$ cat src/rtl/ack_tx_arbiter.sv
// ACK request sequencer and egress arbiter: triggers the ACK generator, captures its fixed-timing
// burst into a local buffer and merges the buffered ACK into the order stream at packet boundaries.
module ack_tx_arbiter #(
    parameter int C_S_AXIS_DATA_WIDTH  = 256,
    parameter int C_S_AXIS_TUSER_WIDTH = 128,
    parameter int ACK_WORDS            = 3,
    parameter int GEN_LATENCY          = 2,
    parameter int PEND_W               = 4,
    parameter int STARVE_MAX           = 4
) (
    input  logic                              clk,
    input  logic                              resetn,
    input  logic                              ack_req,
    input  logic [C_S_AXIS_TUSER_WIDTH-1:0]   ack_tuser,
    output logic                              gen_send_ack,
    input  logic                              gen_rdy,
    input  logic [C_S_AXIS_DATA_WIDTH-1:0]    gen_tdata,
    input  logic [C_S_AXIS_DATA_WIDTH/8-1:0]  gen_tkeep,
    input  logic [C_S_AXIS_DATA_WIDTH-1:0]    s_axis_tdata,
    input  logic [C_S_AXIS_DATA_WIDTH/8-1:0]  s_axis_tkeep,
    input  logic [C_S_AXIS_TUSER_WIDTH-1:0]   s_axis_tuser,
    input  logic                              s_axis_tvalid,
    input  logic                              s_axis_tlast,
    output logic                              s_axis_tready,
    output logic [C_S_AXIS_DATA_WIDTH-1:0]    m_axis_tdata,
    output logic [C_S_AXIS_DATA_WIDTH/8-1:0]  m_axis_tkeep,
    output logic [C_S_AXIS_TUSER_WIDTH-1:0]   m_axis_tuser,
    output logic                              m_axis_tvalid,
    output logic                              m_axis_tlast,
    input  logic                              m_axis_tready,
    output logic [PEND_W-1:0]                 pend_cnt,
    output logic [15:0]                       drop_cnt,
    output logic                              gen_err
);

    localparam int DW         = C_S_AXIS_DATA_WIDTH;
    localparam int KW         = C_S_AXIS_DATA_WIDTH / 8;
    localparam int TU         = C_S_AXIS_TUSER_WIDTH;
    localparam int IDX_W      = (ACK_WORDS > 1) ? $clog2(ACK_WORDS) : 1;
    localparam int WAIT_INIT  = (GEN_LATENCY > 1) ? GEN_LATENCY - 2 : 0;
    localparam int WAIT_W     = $clog2(WAIT_INIT + 2);
    localparam int STARVE_W   = $clog2(STARVE_MAX + 1);
    localparam logic [PEND_W-1:0]   PEND_MAX   = {PEND_W{1'b1}};
    localparam logic [IDX_W-1:0]    IDX_LAST   = IDX_W'(ACK_WORDS - 1);
    localparam logic [STARVE_W-1:0] STARVE_LIM = STARVE_W'(STARVE_MAX);

    typedef enum logic [1:0] {C_IDLE, C_TRIG, C_WAIT, C_CAP} cap_state_t;
    typedef enum logic [1:0] {O_IDLE, O_ORD, O_ACK} out_state_t;

    cap_state_t           cap_q, cap_d;
    out_state_t           ost_q, ost_d;
    logic [WAIT_W-1:0]    wait_q, wait_d;
    logic [IDX_W-1:0]     cidx_q, cidx_d;
    logic [IDX_W-1:0]     oidx_q, oidx_d;
    logic [STARVE_W-1:0]  starve_q, starve_d;
    logic [PEND_W-1:0]    pend_q, pend_d;
    logic [15:0]          drop_q, drop_d;
    logic                 send_q, send_d;
    logic                 buf_full_q, buf_full_d;
    logic                 err_q, err_d;
    logic                 cap_en_s, buf_set_s, buf_clr_s, dec_s;
    logic [DW-1:0]        buf_data_q [ACK_WORDS];
    logic [KW-1:0]        buf_keep_q [ACK_WORDS];

    assign gen_send_ack = send_q;
    assign pend_cnt     = pend_q;
    assign drop_cnt     = drop_q;
    assign gen_err      = err_q;

    // Capture FSM: one trigger per empty buffer, then ACK_WORDS back-to-back captures.
    always_comb begin
        cap_d     = cap_q;
        wait_d    = wait_q;
        cidx_d    = cidx_q;
        cap_en_s  = 1'b0;
        buf_set_s = 1'b0;
        dec_s     = 1'b0;
        case (cap_q)
            C_IDLE: begin
                if (pend_q != PEND_W'(0) && !buf_full_q) begin
                    cap_d = C_TRIG;
                end else begin
                    cap_d = C_IDLE;
                end
            end
            C_TRIG: begin
                dec_s  = 1'b1;
                wait_d = WAIT_W'(WAIT_INIT);
                if (GEN_LATENCY > 1) begin
                    cap_d = C_WAIT;
                end else begin
                    cap_d = C_CAP;
                end
            end
            C_WAIT: begin
                if (wait_q == WAIT_W'(0)) begin
                    cap_d = C_CAP;
                end else begin
                    wait_d = wait_q - WAIT_W'(1);
                end
            end
            C_CAP: begin
                cap_en_s = 1'b1;
                if (cidx_q == IDX_LAST) begin
                    cidx_d    = IDX_W'(0);
                    buf_set_s = 1'b1;
                    cap_d     = C_IDLE;
                end else begin
                    cidx_d = cidx_q + IDX_W'(1);
                end
            end
            default: begin
                cap_d = C_IDLE;
            end
        endcase
    end

    // Pending-request counter with saturation and drop accounting; error flag and buffer-full flag.
    always_comb begin
        pend_d     = pend_q;
        drop_d     = drop_q;
        send_d     = (cap_d == C_TRIG);
        err_d      = err_q | (cap_en_s & ~gen_rdy);
        buf_full_d = buf_full_q;
        case ({ack_req, dec_s})
            2'b10: begin
                if (pend_q == PEND_MAX) begin
                    drop_d = drop_q + 16'd1;
                end else begin
                    pend_d = pend_q + PEND_W'(1);
                end
            end
            2'b01:   pend_d = pend_q - PEND_W'(1);
            default: pend_d = pend_q;
        endcase
        if (buf_set_s) begin
            buf_full_d = 1'b1;
        end else if (buf_clr_s) begin
            buf_full_d = 1'b0;
        end else begin
            buf_full_d = buf_full_q;
        end
    end

    // Output FSM: whole packets only; order traffic wins until STARVE_MAX packets pass a buffered ACK.
    always_comb begin
        ost_d         = ost_q;
        oidx_d        = oidx_q;
        starve_d      = starve_q;
        buf_clr_s     = 1'b0;
        s_axis_tready = 1'b0;
        m_axis_tvalid = 1'b0;
        m_axis_tdata  = {DW{1'b0}};
        m_axis_tkeep  = {KW{1'b0}};
        m_axis_tuser  = {TU{1'b0}};
        m_axis_tlast  = 1'b0;
        case (ost_q)
            O_IDLE: begin
                if (s_axis_tvalid && !(buf_full_q && starve_q >= STARVE_LIM)) begin
                    ost_d = O_ORD;
                end else if (buf_full_q) begin
                    ost_d = O_ACK;
                end else begin
                    ost_d = O_IDLE;
                end
            end
            O_ORD: begin
                s_axis_tready = m_axis_tready;
                m_axis_tvalid = s_axis_tvalid;
                m_axis_tdata  = s_axis_tdata;
                m_axis_tkeep  = s_axis_tkeep;
                m_axis_tuser  = s_axis_tuser;
                m_axis_tlast  = s_axis_tlast;
                if (s_axis_tvalid && m_axis_tready && s_axis_tlast) begin
                    ost_d = O_IDLE;
                    if (!buf_full_q) begin
                        starve_d = STARVE_W'(0);
                    end else if (starve_q != STARVE_LIM) begin
                        starve_d = starve_q + STARVE_W'(1);
                    end else begin
                        starve_d = starve_q;
                    end
                end else begin
                    ost_d = O_ORD;
                end
            end
            O_ACK: begin
                m_axis_tvalid = 1'b1;
                m_axis_tdata  = buf_data_q[oidx_q];
                m_axis_tkeep  = buf_keep_q[oidx_q];
                m_axis_tuser  = ack_tuser;
                m_axis_tlast  = (oidx_q == IDX_LAST);
                if (m_axis_tready && oidx_q == IDX_LAST) begin
                    oidx_d    = IDX_W'(0);
                    buf_clr_s = 1'b1;
                    starve_d  = STARVE_W'(0);
                    ost_d     = O_IDLE;
                end else if (m_axis_tready) begin
                    oidx_d = oidx_q + IDX_W'(1);
                end else begin
                    oidx_d = oidx_q;
                end
            end
            default: begin
                ost_d = O_IDLE;
            end
        endcase
    end

    // Control state registers.
    always_ff @(posedge clk or negedge resetn) begin
        if (!resetn) begin
            cap_q      <= C_IDLE;
            ost_q      <= O_IDLE;
            wait_q     <= WAIT_W'(0);
            cidx_q     <= IDX_W'(0);
            oidx_q     <= IDX_W'(0);
            starve_q   <= STARVE_W'(0);
            pend_q     <= PEND_W'(0);
            drop_q     <= 16'd0;
            send_q     <= 1'b0;
            buf_full_q <= 1'b0;
            err_q      <= 1'b0;
        end else begin
            cap_q      <= cap_d;
            ost_q      <= ost_d;
            wait_q     <= wait_d;
            cidx_q     <= cidx_d;
            oidx_q     <= oidx_d;
            starve_q   <= starve_d;
            pend_q     <= pend_d;
            drop_q     <= drop_d;
            send_q     <= send_d;
            buf_full_q <= buf_full_d;
            err_q      <= err_d;
        end
    end

    // ACK word buffer; generator cannot stall, so every capture cycle writes unconditionally.
    always_ff @(posedge clk or negedge resetn) begin
        if (!resetn) begin
            for (int i = 0; i < ACK_WORDS; i++) begin
                buf_data_q[i] <= {DW{1'b0}};
                buf_keep_q[i] <= {KW{1'b0}};
            end
        end else if (cap_en_s) begin
            buf_data_q[cidx_q] <= gen_tdata;
            buf_keep_q[cidx_q] <= gen_tkeep;
        end
    end

endmodule

$ cat config.mk
export PLATFORM = sky130hd
export DESIGN_NAME = ack_tx_arbiter
export DESIGN_NICKNAME = d
export VERILOG_FILES = /design/src/rtl/ack_tx_arbiter.sv
export SDC_FILE = /design/constraint.sdc
export NUM_CORES = 1
export LEC_CHECK = 0
export ABC_AREA = 1
export ABC_CLOCK_PERIOD_IN_PS = 2400
export BUFFER_PORTS_ARGS = -buffer_cell sky130_fd_sc_hd__buf_2
export CORE_AREA = 4 4 494 496
export DETAILED_ROUTE_END_ITERATION = 6
export DIE_AREA = 0 0 498 500
export SYNTH_ARGS = -nofsm -noshare
export SYNTH_HDL_FRONTEND = slang
export SYNTH_SLANG_ARGS = --single-unit
export TNS_END_PERCENT = 5
$ cat constraint.sdc
create_clock -name clk -period 2.4 [get_ports clk]
set_input_delay 0.36 -clock clk [delete_from_list [all_inputs] [get_ports clk]]
set_output_delay 0.36 -clock clk [all_outputs]
set_load 0.01 [all_outputs]
# Word-level counts from Yosys, hierarchy flattened
# Cells that the tools add are included.
# Widths: inputs -> output; s select.
[totals] ff_bits=899 output_inout_bits=441 elab_cells=117
[op_classes] eq_ne=16 n_mux=47 magnitude_cmp=4 bitwise_logic=5 n_reduce_logical=21 n_addsub=7
[op_table] op="$bwmux 768" n=1
[op_table] op="$mux 256" n=3
[op_table] op="$bmux 256 s2" n=1
[op_table] op="$demux 256 s2" n=1
[op_table] op="$pmux 256 s2" n=1
[op_table] op="$pmux 128 s2" n=1
[op_table] op="$bwmux 96" n=1
[op_table] op="$mux 32" n=3
[op_table] op="$bmux 32 s2" n=1
[op_table] op="$demux 32 s2" n=1
[op_table] op="$pmux 32 s2" n=1
[op_table] op="$add 16x1->16 const B" n=1
[op_table] op="$mux 2" n=8
[op_table] op="$eq 2x2->1 const B" n=6
[op_table] op="$mux 1" n=12
[op_table] op="$mux 3" n=4
[op_table] op="$reduce_bool 2->1" n=5
[op_table] op="$ge 3x3->1 const B" n=3
[op_table] op="$eq 2x1->1 const B" n=4
[op_table] op="$pmux 2 s4" n=1
[op_table] op="$pmux 4 s2" n=1
[op_table] op="$logic_and 1x1->1" n=7
[op_table] op="$ne 2x2->1 const B" n=3
[op_table] op="$ne 3x3->1 const B" n=2
[op_table] op="other kinds (20)" n=28

# Depth between registers and ports, before layout
# Gate-level depths: netlist (run 1).
[logic_depth] ltp_word=6 ltp_mapped=13 depth_no_buf=13

# Worst setup path before layout (run 1)
# No wires, ideal clock.
[synth_path] path_type="register to output" from="register ost_q[0]" to="output m_axis_tdata[132]" stages_incl_launch_ff=9 path_slack_ns=0.430 arrival_time_ns=1.610 path_cell_list="dfrtp_1 > inv_1 > ha_1 > buf_2 > buf_2 > buf_2 > buf_1 > nand2_1 > a31oi_1"
[synth_between] elab_chain_len=2
[synth_lines] element="from (decl)" line_no="51" text="out_state_t ost_q, ost_d;"
[synth_lines] element="from (signal assigned)" line_no="226" text="ost_q <= ost_d;"
[synth_lines] element="$eq 2x2->1 / $eq 2x1->1 (equally long branches)" line_no="157" text="case (ost_q)"
[synth_lines] element="$pmux 256 s2 (*)" line_no="157"
[synth_lines] element="to (decl)" line_no="25" text="output logic [C_S_AXIS_DATA_WIDTH-1:0] m_axis_tdata,"
# Mark *: on every way between the ends. The rest lies on a longest branch, timed or not.

# Final worst setup path (run 1)
[layout_path] from="register ost_q[0]" to="output m_axis_tdata[140]"
# Same word-level chain as after synthesis.

==> metrics.yaml, run 1 <==
intPower_w: 0.05224
p_per_area_nw_per_um2: 1395
synthArstFlopShare_pct: 100.0
gp_congestion: 0.9766
rows: 180
status: "complete, but fails checks"
end_kind: "primary output"
reg2reg_depth: 6
fin_crit_sh_pct: 127.2
crit_start: "ost_q[0]"
path_cells: "inv_2, buf_4, ha_4, inv_8, buf_12, buf_12, a31oi_1, buf_4, buf_2"
insertion_delay_ns: 0.74
reg2reg_slack_ns: 0.37
grt.total_usage_pct: 19.04
synthCells: 6004
slew_violations: 0
arrival_ns: 2.69
dieWidth_microns: 498
area_delta_synth_final_pct: 53.12
core_area_sq_um: 239600
clock_path_buffers: 3
hold_depth: 3
dieArea_sq_um: 249000
routed_wl_microns: 249900
vias_per_cell: 4.463
synth.distinct_cells: 29
synth.avg_cell_area_sq_um: 7.385
p_sw_share_pct: 44.85
hold_class: "in2reg"
r2r-start: "cidx_q[1]"
cts.sinks: 898
whs_ns: 0.08889
fin_cells: 10970
critical-path-max-stage-delay_ns: 0.39
grt_overflow: 0
ant_nets: 0
min_period_ns: 3.052
synth-seq-area-share_pct: 50.68
rsz0062_at_grt: "true"
clkPwrFrac_pct: 17.9
path_buf_inv: 7
vias: 48950
setup_ws_ns: -0.6524
hold_path_end: "buf_data_q[70]"
worst_r2r_endpoint: "buf_data_q[86]"
worstSetupPathType: "reg2out"
place_hpwl_microns: 184700
slew_headroom_pct: 53.89
antenna_found_initial: 78
worst-slew-pin-transition_ns: 0.6917
hp-start: "gen_tdata[70]"
vdd.ir_drop.worst_uv: 847.7
start_util_pct: 18.50
critPathLaunchType: "register"
drcViolationCount: 0
syn_area_sq_um: 44340
fill_cells: 25890
yosys_warnings: 0
slowest_stage: "dfrtp_1"
cts_root_buf: "clkbuf_16"
drive_gt1_share_pct: 29.66
tritoncts: "built"
wl_per_cell_microns: 22.78
place_inst: 10340
synth-seq-cells: 898
cts_inserted_buffers: 103
cts_htree_levels: 3
fmax_mhz: 327.6
firstDrtPassIters: 6
leakage_nw: 32.86
grt_pass1_vias: 47560
numPortBuffers: 1279
p_seq_share_pct: 28.5
synth-edff-count: 0
skew_ns: 0.04648
drt-initial-drc-count: 4140
die_y_microns: 500
required_ns: 2.04
power_frac_comb_pct: 53.6
nets: 8499
drv_cap: 0
hold_violations: 0
violations: "negative setup slack"
clkTransAtPathRegs_ns: 0.07
p_switching_w: 0.04249
synth_ff_type: "dfrtp_1"
grt_max_degree: 101
cpLargestDelayFamily: "buffers and inverters"
grt_pass1_wl_microns: 346100
setup_tns_ns: -191.77
setup_viol: 419
critPathMaxFanout: 53
synthesis.nets: 6850
pin_count: 1280
-- cell type report --
class | instances | area [sq um] | area share [%]
flip-flops and latches | 898 | 22470 | 33.10
clock buffers | 144 | 2953 | 4.349
multi-input cells | 4327 | 20750 | 30.57
diodes | 46 | 115.1 | 0.1696
repair buffers | 1991 | 15660 | 23.06
well taps | 3185 | 3985 | 5.870
repair inverters | 1 | 16.27 | 0.02396
inverters | 331 | 1276 | 1.880
clock inverters | 45 | 664.4 | 0.9786
-- cells by family (layout without fill, tap and decap cells) --
| logic type | Yosys count | count (layout) | share of synthesized area, % |
|---|---|---|---|
| compound gates | 1302 | 1302 | 15.28 |
| xor+xnor | 10 | 10 | 0.1976 |
| fa+ha+maj | 7 | 7 | 0.1975 |
| buf+inv | 779 | 2512 | 7.205 |
| flops | 898 | 898 | 50.68 |
| mux | 1 | 1 | 0.02540 |
| other cells | 0 | 46 | 0 |
| simple gates | 3007 | 3007 | 26.41 |
-- worst max-delay path by stage --
stage,endpoint,slack [ns],cells past startpoint
after CTS,m_axis_tdata[59],-0.75,11
final,m_axis_tdata[140],-0.65,9
after detailed placement,m_axis_tdata[39],-0.38,7
after global placement,m_axis_tdata[86],-0.38,11
after floorplan,m_axis_tdata[132],0.43,8
after global routing,m_axis_tdata[202],-0.79,10
-- worst min-delay path, stage by stage --
cell	delay [ns]
buf_2	0.07
inv_1	0.13
o21ai_0	0.19
-- state kept, by name, indices dropped and copies added, names as in the netlist --
signal and cells:
gen_err 1, drop_cnt 16, ost_q 2, cap_q 2, oidx_q 2, buf_data_q 768, cidx_q 2, buf_full_q 1
buf_keep_q 96, starve_q 3, gen_send_ack 1, pend_cnt 4
-- Yosys cell counts, types with 2 or more instances --
library cell | count | area, sq um
nor2_1 | 29 | 108.9
a21oi_1 | 217 | 1086
xor2_1 | 9 | 78.83
buf_4 | 17 | 127.6
nand2_1 | 2665 | 10000
nand4_1 | 6 | 37.54
a31oi_1 | 202 | 1264
o21ai_1 | 78 | 390.4
buf_2 | 159 | 795.8
o21ai_0 | 802 | 4014
nor2_2 | 2 | 12.51
nand3_1 | 299 | 1496
buf_1 | 16 | 60.06
ha_1 | 7 | 87.58
inv_1 | 327 | 1227
clkbuf_1 | 255 | 957.2
dfrtp_1 | 898 | 22470
inv_2 | 4 | 15.01
nand3_2 | 2 | 20.02
-- repair_timing --
item | in CTS | in global routing
gates resized for setup | 485 | 316
setup endpoints to repair | 419 | 419
endpoints found under the hold margin | 925 | 0
buffers inserted | 50 | 18
gates cloned | 31 | 8
hold buffers | 290 | 0
pin swaps | 83 | 115
-- cells in the final DEF (no fill, tap or decap), types with 9 or more instances in the layout --
| cell type | synthesis | routed |
|---|---|---|
| a31oi_4 | 0 | 30 |
| dfrtp_1 | 898 | 897 |
| nand2_2 | 1 | 141 |
| nand3_2 | 2 | 39 |
| a31oi_1 | 202 | 148 |
| clkbuf_1 | 255 | 20 |
| buf_16 | 0 | 49 |
| clkinv_2 | 0 | 15 |
| bufinv_16 | 0 | 12 |
| buf_6 | 1 | 88 |
| buf_8 | 0 | 32 |
| nand3_1 | 299 | 258 |
| o21ai_1 | 78 | 78 |
| clkbuf_8 | 0 | 20 |
| nand2_1 | 2665 | 2487 |
| xor2_1 | 9 | 9 |
| clkbuf_16 | 0 | 112 |
| nor2_1 | 29 | 29 |
| inv_1 | 327 | 323 |
| buf_4 | 17 | 217 |
| o21ai_0 | 802 | 802 |
| a21oi_1 | 217 | 86 |
| a31oi_2 | 0 | 24 |
| dlygate4sd3_1 | 0 | 290 |
| buf_2 | 159 | 1208 |
| a21oi_2 | 0 | 125 |
| buf_12 | 0 | 93 |
| nand2_4 | 0 | 35 |
| diode_2 | 0 | 46 |
-- metal layers --
metal	GRT usage [%]	wire [microns]
met5	0	278
met4	10.79	17870
met3	4.635	19360
met2	31.33	115900
met1	22.74	96480
-- metrics by stage --
stage | total power (W) | setup WS, ns | util [%] | cell area [sq um]
CTS | 0.09278 | -0.7489 | 27.62 | 66180
global placement | 0.06817 | -0.3792 | 23.50 | 56300
global route | 0.1012 | -0.7892 | 28.32 | 67870
floorplan | 0.04910 | 0.4296 | - | 44340
finish | 0.09473 | -0.6524 | 28.33 | 67890
detailed placement | 0.06869 | -0.3837 | 23.50 | 56300
-- power by group through the flow --
stage	clock, W	combinational, W	sequential (W)
floorplan	0	0.0232	0.0259
global placement	0	0.0413	0.0268
detailed placement	0	0.0418	0.0269
CTS	0.0174	0.0486	0.0268
global route	0.0179	0.0554	0.0278
finish	0.0169	0.0508	0.0270
(Power assumes the default switching activity.)
==> inputs of run 2 (changes only) <==
--- a/config.mk
+++ b/config.mk
@@ -11,6 +11,7 @@
 export CORE_AREA = 4 4 494 496
 export DETAILED_ROUTE_END_ITERATION = 6
 export DIE_AREA = 0 0 498 500
+export SETUP_SLACK_MARGIN = 0.05
 export SYNTH_ARGS = -nofsm -noshare
 export SYNTH_HDL_FRONTEND = slang
 export SYNTH_SLANG_ARGS = --single-unit
==> run 2 against run 1 <==
- the flow still finishes with violations (negative setup slack)
- global-route usage unchanged
- sequential share of layout area unchanged
- wire length unchanged
- fmax unchanged
- power unchanged
- core utilization unchanged
- count of clock-buffer cells in the layout unchanged
- combinational power about the same
- final area unchanged
- die area unchanged
- register-to-register slack about the same
==> metrics.yaml, run 2 (synthesis gave the netlist of run 1 again) <==
gp_congestion: 0.9766
drcViolationCount: 0
min_period_ns: 3.052
hp-start: "gen_tdata[70]"
power_frac_comb_pct: 53.6
worst-slew-pin-transition_ns: 0.6917
cpLargestDelayFamily: "buffers and inverters"
hold_violations: 0
top_register: "buf_data_q"
firstDrtPassIters: 6
setup_tns_ns: -191.77
fill_cells: 25890
drt-initial-drc-count: 4140
rows: 180
status: "complete, but fails checks"
skew_ns: 0.04648
leakage_nw: 32.86
end_kind: "primary output"
whs_ns: 0.08889
mostFrequentLayoutCells: "2487 x nand2_1, 1208 x buf_2, 897 x dfrtp_1"
insertion_delay_ns: 0.74
vias_per_cell: 4.463
rsz0062_at_grt: "true"
hold_path_end: "buf_data_q[70]"
largest_reg_flops: 768
place_hpwl_microns: 184700
cts_root_buf: "clkbuf_16"
use_met3_pct: 4.635
reg2reg_slack_ns: 0.37
clock_path_buffers: 3
reg2reg_depth: 6
antenna_found_initial: 78
path_cells: "inv_2, buf_4, ha_4, inv_8, buf_12, buf_12, a31oi_1, buf_4, buf_2"
drv_cap: 0
core_area_sq_um: 239600
critPathLaunchType: "register"
nets: 8499
clkPwrFrac_pct: 17.9
cts_htree_levels: 3
path_buf_inv: 7
hold_class: "in2reg"
dieWidth_microns: 498
start_util_pct: 18.50
routed_wl_microns: 249900
slowest_stage: "dfrtp_1"
p_switching_w: 0.04249
hold_depth: 3
critical-path-max-stage-delay_ns: 0.39
setup_viol: 419
violations: "negative setup slack"
setup_ws_ns: -0.6524
multiInputGateArea_sq_um: 20750
crit_start: "ost_q[0]"
fmax_mhz: 327.6
use_met1_pct: 22.74
worst_r2r_endpoint: "buf_data_q[86]"
clkTransAtPathRegs_ns: 0.07
p_per_area_nw_per_um2: 1395
final_common_cell: "nand2_1"
fin_crit_sh_pct: 127.2
cts.sinks: 898
grt.total_usage_pct: 19.04
ant_nets: 0
cts_inserted_buffers: 103
required_ns: 2.04
wl_per_cell_microns: 22.78
numPortBuffers: 1279
grt_pass1_wl_microns: 346100
arrival_ns: 2.69
grt_pass1_vias: 47560
grt-busiest-layer: "met2"
critPathMaxFanout: 53
vias: 48950
fin_cells: 10970
pin_count: 1280
p_seq_share_pct: 28.5
tritoncts: "built"
slew_violations: 0
r2r-start: "cidx_q[1]"
worstSetupPathType: "reg2out"
use_met2_pct: 31.33
drive_gt1_share_pct: 29.66
grt_max_degree: 101
intPower_w: 0.05224
vdd.ir_drop.worst_uv: 847.7
dieArea_sq_um: 249000
die_y_microns: 500
seq_area_sq_um: 22470
area_delta_synth_final_pct: 53.12
grt_overflow: 0
p_sw_share_pct: 44.85
slew_headroom_pct: 53.89
place_inst: 10340
-- run 2: cell counts in the layout (fill, tap and decap cells not counted) --
Identical to the previous run, type by type.
-- run 2: worst max-delay path by stage --
stage                              to  slack, ns  cells past startpoint
floorplan           m_axis_tdata[132]       0.43                      8
global placement     m_axis_tdata[86]      -0.38                     11
detailed placement   m_axis_tdata[39]      -0.38                      7
CTS                  m_axis_tdata[59]      -0.75                     11
global route        m_axis_tdata[202]      -0.79                     10
finish              m_axis_tdata[140]      -0.65                      9
-- run 2: area by class of cell --
| type | instances | area share, % |
|---|---|---|
| inverter | 331 | 1.880 |
| clock buffer | 144 | 4.349 |
| timing repair inverter | 1 | 0.02396 |
| multi-input combinational | 4327 | 30.57 |
| antenna | 46 | 0.1696 |
| sequential | 898 | 33.10 |
| tap | 3185 | 5.870 |
| timing repair buffer | 1991 | 23.06 |
| clock inverter | 45 | 0.9786 |
-- run 2: routing by layer --
layer  vias up  wire (microns)  part of all wire (%)
met1     23440           96480                    39
met2      2269          115900                    46
met4        42           17870                   7.2
met3       538           19360                   7.7
met5         -             278                  0.11
li1      22660               -                     -
-- run 2: what timing repair did --
action,4_1_cts,5_1_grt
setup buffers,50,18
gates cloned,31,8
hold buffers,290,0
pin swaps,83,115
setup endpoints to repair,419,419
resized for setup,485,316
hold endpoints to repair,925,0
-- run 2: worst reg2reg max path: stages, from the launching register on --
cell     delay (ns)
dfrtp_1        0.32
inv_1          0.11
nor2_1         0.35
nand2_8        0.41
buf_12         0.44
nand2_1        0.19
o21ai_0        0.10
-- run 2: power by group through the flow --
stage          combinational (W)  clock (W)  sequential (W)
3_5_place_dp              0.0418          0          0.0269
6_report                  0.0508     0.0169          0.0270
3_3_place_gp              0.0413          0          0.0268
4_1_cts                   0.0486     0.0174          0.0268
5_1_grt                   0.0554     0.0179          0.0278
2_1_floorplan             0.0232          0          0.0259
-- run 2: stage by stage --
step / utilization, % / power (W) / area, sq um / worst slack (ns)
final: 28.33 / 0.09473 / 67890 / -0.6524
after CTS: 27.62 / 0.09278 / 66180 / -0.7489
after detailed placement: 23.50 / 0.06869 / 56300 / -0.3837
after global placement: 23.50 / 0.06817 / 56300 / -0.3792
after floorplan: - / 0.04910 / 44340 / 0.4296
after global routing: 28.32 / 0.1012 / 67870 / -0.7892
